File: src/rtl/dev_dumper.sv
`default_nettype none
// ============================================================================
//  Module   : dev_dumper
//  Purpose  : Streams a contiguous RAM region out as uppercase ASCII hex text
//             (space / line-feed separated, EOT terminated) for the UART.
//  Revision : 1.0  initial release
// ============================================================================
module dev_dumper #(
    parameter int ADDRW          = 16,
    parameter int BYTES_PER_LINE = 16
) (
    input  logic             clk,
    input  logic             rst,
    input  logic             start,
    input  logic [ADDRW-1:0] base_addr,
    input  logic [ADDRW:0]   length,
    output logic             ram_rd,
    output logic [ADDRW-1:0] ram_addr,
    input  logic [7:0]       ram_rdata,
    input  logic             ram_rvalid,
    output logic [7:0]       tx_data,
    output logic             tx_valid,
    input  logic             tx_ready,
    output logic             busy,
    output logic             done
);

    localparam int c_COLW = (BYTES_PER_LINE > 1) ? $clog2(BYTES_PER_LINE) : 1;
    localparam logic [c_COLW-1:0] c_LAST_COL = c_COLW'(BYTES_PER_LINE - 1);
    localparam logic [c_COLW-1:0] c_COL_ONE  = 1;
    localparam logic [ADDRW:0]    c_CNT_ONE  = 1;

    localparam logic [7:0] c_CHR_SPACE = 8'h20;
    localparam logic [7:0] c_CHR_LF    = 8'h0A;
    localparam logic [7:0] c_CHR_EOT   = 8'h04;

    typedef enum logic [2:0] {
        S_IDLE  = 3'd0,
        S_FETCH = 3'd1,
        S_WAIT  = 3'd2,
        S_HI    = 3'd3,
        S_LO    = 3'd4,
        S_SEP   = 3'd5,
        S_EOT   = 3'd6
    } state_t;

    state_t             r_state;
    state_t             w_state_next;

    logic [ADDRW-1:0]   r_base;
    logic [ADDRW:0]     r_len;
    logic [ADDRW:0]     r_cnt;
    logic [7:0]         r_data;
    logic [c_COLW-1:0]  r_col;
    logic               r_eol;
    logic               r_done;
    logic               w_last;

    function automatic logic [7:0] f_hex(input logic [3:0] nib);
        return (nib < 4'd10) ? (8'h30 + {4'h0, nib}) : (8'h37 + {4'h0, nib});
    endfunction

    assign w_last = (r_cnt == r_len);

    always_ff @(posedge clk) begin
        if (rst) begin
            r_state <= S_IDLE;
        end else begin
            r_state <= w_state_next;
        end
    end

    // Datapath: request latch, byte counter and position within the text line.
    always_ff @(posedge clk) begin
        if (rst) begin
            r_base <= '0;
            r_len  <= '0;
            r_cnt  <= '0;
            r_data <= '0;
            r_col  <= '0;
            r_eol  <= 1'b0;
            r_done <= 1'b0;
        end else begin
            r_done <= (r_state == S_EOT) && tx_ready;
            if ((r_state == S_IDLE) && start) begin
                r_base <= base_addr;
                r_len  <= length;
                r_cnt  <= '0;
                r_col  <= '0;
                r_eol  <= 1'b0;
            end
            if ((r_state == S_WAIT) && ram_rvalid) begin
                r_data <= ram_rdata;
                r_cnt  <= r_cnt + c_CNT_ONE;
                // r_eol tracks "counter mod BYTES_PER_LINE == 0" without a divider
                if (r_col == c_LAST_COL) begin
                    r_col <= '0;
                    r_eol <= 1'b1;
                end else begin
                    r_col <= r_col + c_COL_ONE;
                    r_eol <= 1'b0;
                end
            end
        end
    end

    always_comb begin
        w_state_next = r_state;
        ram_rd       = 1'b0;
        ram_addr     = '0;
        tx_valid     = 1'b0;
        tx_data      = 8'h00;
        busy         = (r_state != S_IDLE);
        done         = r_done;

        case (r_state)
            S_IDLE: begin
                if (start) begin
                    w_state_next = (length != '0) ? S_FETCH : S_EOT;
                end
            end
            S_FETCH: begin
                ram_rd       = 1'b1;
                ram_addr     = r_base + r_cnt[ADDRW-1:0];
                w_state_next = S_WAIT;
            end
            S_WAIT: begin
                if (ram_rvalid) begin
                    w_state_next = S_HI;
                end
            end
            S_HI: begin
                tx_valid = 1'b1;
                tx_data  = f_hex(r_data[7:4]);
                if (tx_ready) begin
                    w_state_next = S_LO;
                end
            end
            S_LO: begin
                tx_valid = 1'b1;
                tx_data  = f_hex(r_data[3:0]);
                if (tx_ready) begin
                    w_state_next = S_SEP;
                end
            end
            S_SEP: begin
                tx_valid = 1'b1;
                tx_data  = (w_last || r_eol) ? c_CHR_LF : c_CHR_SPACE;
                if (tx_ready) begin
                    w_state_next = w_last ? S_EOT : S_FETCH;
                end
            end
            S_EOT: begin
                tx_valid = 1'b1;
                tx_data  = c_CHR_EOT;
                if (tx_ready) begin
                    w_state_next = S_IDLE;
                end
            end
            default: begin
                w_state_next = S_IDLE;
            end
        endcase
    end

endmodule
`default_nettype wire
File: config.mk
export PLATFORM = sky130hd
export DESIGN_NAME = dev_dumper
export DESIGN_NICKNAME = d
export VERILOG_FILES = /design/src/rtl/dev_dumper.sv
export SDC_FILE = /design/constraint.sdc
export NUM_CORES = 1
export LEC_CHECK = 0
export BUFFER_PORTS_ARGS = -buffer_cell sky130_fd_sc_hd__buf_2
export CORE_ASPECT_RATIO = 1.75
export CORE_MARGIN = 2
export CORE_UTILIZATION = 50
export DETAILED_ROUTE_END_ITERATION = 8
export PLACE_DENSITY_LB_ADDON = 0.15
export SLEW_MARGIN = 10
export SYNTH_ARGS = -nofsm -noshare
export SYNTH_HDL_FRONTEND = slang
export SYNTH_SLANG_ARGS = --single-unit
File: constraint.sdc
create_clock -name clk -period 5.8 [get_ports clk]
set_input_delay 0.58 -clock clk [delete_from_list [all_inputs] [get_ports clk]]
set_output_delay 0.58 -clock clk [all_outputs]
set_load 0.05 [all_outputs]
==> metrics.yaml <==
status: "finished clean"
pwr-share-clk_pct: 47.2
grt_pass1_vias: 3993
tns_ns: 0
clock_sinks: 67
leakagePower_nw: 1.97
wl_mm: 11.3
cts_tree: "built"
arrival_ns: 2.73
slew_violations: 0
io_pins: 74
ctsLongestPathBuffers: 2
grtUsageTotal_pct: 25.8
ys_warn_count: 0
grt_max_degree: 68
worstSetupPathType: "reg -> out"
synth-xor-area-share_pct: 5.72
power_frac_comb_pct: 14.8
r2r-start: "r_state[0]"
synth_compound_area_share_pct: 22.5
die_area_mm2: 0.00904
cp-end-kind: "output pin"
yosys.area_share.simple_pct: 26.5
cts_buffers: 9
netlist_area_mm2: 0.00413
die_y_um: 124
nets: 673
synth_edf_count: 0
fin_ws_ns: 2.49
period_needed_ns: 3.31
power.switching_w: 0.000349
slew_headroom_pct: 45.2
drtPass1Iterations: 5
ctsResizeCount: 0
htreeDepth: 3
slowest_stage: "dfxtp_1"
synthAdderAreaFrac_pct: 6.23
worst_slew_pin_slew_ns: 0.823
rsz0062_at_grt: "false"
critPathBufInv: 2
synthArstFlopShare_pct: 0
worst_skew_pair.late_latency_ns: 0.33
hold_violations: 0
required_ns: 5.22
critPathMaxStageDelay_ns: 0.43
cp_cell_sequence: "ha_1 -> inv_1 -> fa_1 -> nor2b_1 -> o21bai_1 -> a32oi_1 -> a31oi_1 -> mux2i_1 -> buf_2"
total_power_w: 0.00133
antenna_cells: 0
cts_root_buf: "clkbuf_16"
clock-skew-final_ns: 0.00391
p_int_w: 0.000980
setup_viol: 0
synth_seq_cells: 67
fill_cells: 754
cp-start-kind: "flip-flop"
max_freq_mhz: 302
cts.reportedPaths.clkPinSlew_ns: 0.05
finalCritPeriodShare_pct: 57.1
antenna_found_initial: 0
place_ws_ns: 2.84
critPathMaxFanout: 5
min_from: "r_data[0]"
fp.dieW_um: 72.7
post-cts-setup-buffers: 0
synth_top_family_by_area: "simple AND/OR/NAND/NOR gates"
layout-drive-gt1-share_pct: 16.7
critPathLaunch: "r_cnt[0]"
maxCapViolations: 0
seq_area_mm2: 0.00134
core-area_mm2: 0.00796
drt_iter0_markers: 219
hpwlAfterDp_mm: 8.27
swShare_pct: 26.2
worstHoldPathType: "reg -> reg"
vias_per_cell: 5.97
synth_mux_area_share_pct: 2.03
multi_input_area_mm2: 0.00261
io_buffers: 72
syn_nets: 614
initial_utilization_pct: 51.9
num_rows: 43
synth_cells: 548
antenna_left: 0
crit_family: "compound AO/OA/AOI/OAI gates"
power_density_mw_per_mm2: 273
gr-total-overflow: 0
cts_hold_buf: 0
final_cell_mix: "nand2_1 (112), buf_2 (72), a21oi_1 (69)"
drt-wirelength-per-cell_um: 16.1
grt_first_pass_wirelength_mm: 18.4
drc: 0
synth_area_per_cell_um2: 7.54
gp_congestion: 0.898
ir_drop_v: 0.000221
seqPwrFrac_pct: 38.0
final_common_cell: "nand2_1"
yosys.cell_types.count: 61
synth_sequential_area_ratio_pct: 32.4
vias: 4189
syn_to_final_growth_pct: 17.6
worst_hold_slack_ns: 0.454
yosys_most_used_dff: "dfxtp_1"
## per-layer routing
metal / up-vias / wire [um] / global-route usage [%]
li1: 2066 / - / -
met1: 1928 / 4270 / 26.8
met2: 147 / 6030 / 47.0
met3: 48 / 450 / 4.05
met4: 0 / 559 / 14.6
met5: - / 0 / 0
## kinds of logic after synthesis
kind of cell,count (synthesis)
simple gates,228
compound gates,152
flops,67
buf+inv,45
xor+xnor,27
fa+ha+maj,20
mux,8
other cells,1
## worst register-to-register path: stages, from the launching register on
cell and delay (ns):
dfxtp_1 0.46, nor3_1 0.37, and2_1 0.72, buf_4 0.37
nor2_1 0.17, o21ai_0 0.23, a21oi_1 0.09
## cells in the mapped netlist (all sizes together), types with 11 or more instances
library cell,number,area (um^2)
inv,16,60.1
a21oi,69,345
nor3,18,90.1
dfxtp,67,1340
nor2,29,109
clkbuf,20,76.3
nand4,11,90.1
nand2,112,420
nand3,15,80.1
ha,19,238
o21ai,20,100
xnor2,22,193
## worst paths after layout
kind	end	slack, ns	cells after the start
min	r_data[0]	0.45	2
min reg2reg	r_data[0]	0.45	2
max	ram_addr[12]	2.49	9
max reg2reg	r_cnt[14]	3.25	6
## layout make-up
class                      count  share of cell area [%]
clock buffer                  12                    5.07
clock inverter                 4                    2.01
inverter                      17                    1.31
multi-input combinational    436                    53.7
sequential                    67                    27.6
tap                           90                    2.32
timing repair buffer          76                    8.03
## registers in the layout, indices dropped and copies added (netlist names)
name,count
done,1
r_base,16
r_cnt,17
r_col,4
r_data,8
r_eol,1
r_len,17
r_state,3
## through the flow
step	cells	utilization [%]	instance area [um^2]
after floorplan	548	-	4130
after global placement	686	56.8	4520
after detailed placement	686	56.8	4520
after CTS	702	61.1	4860
after global routing	702	61.1	4860
final	702	61.1	4860
## power groups by stage
stage	Sequential [W]	Clock, W	Combinational [W]
after floorplan	0.000503	0	0.000147
after global placement	0.000514	0	0.000193
after detailed placement	0.000515	0	0.000196
after CTS	0.000505	0.000634	0.000197
after global routing	0.000507	0.000659	0.000217
final	0.000505	0.000626	0.000197
(Power assumes the default switching activity.)
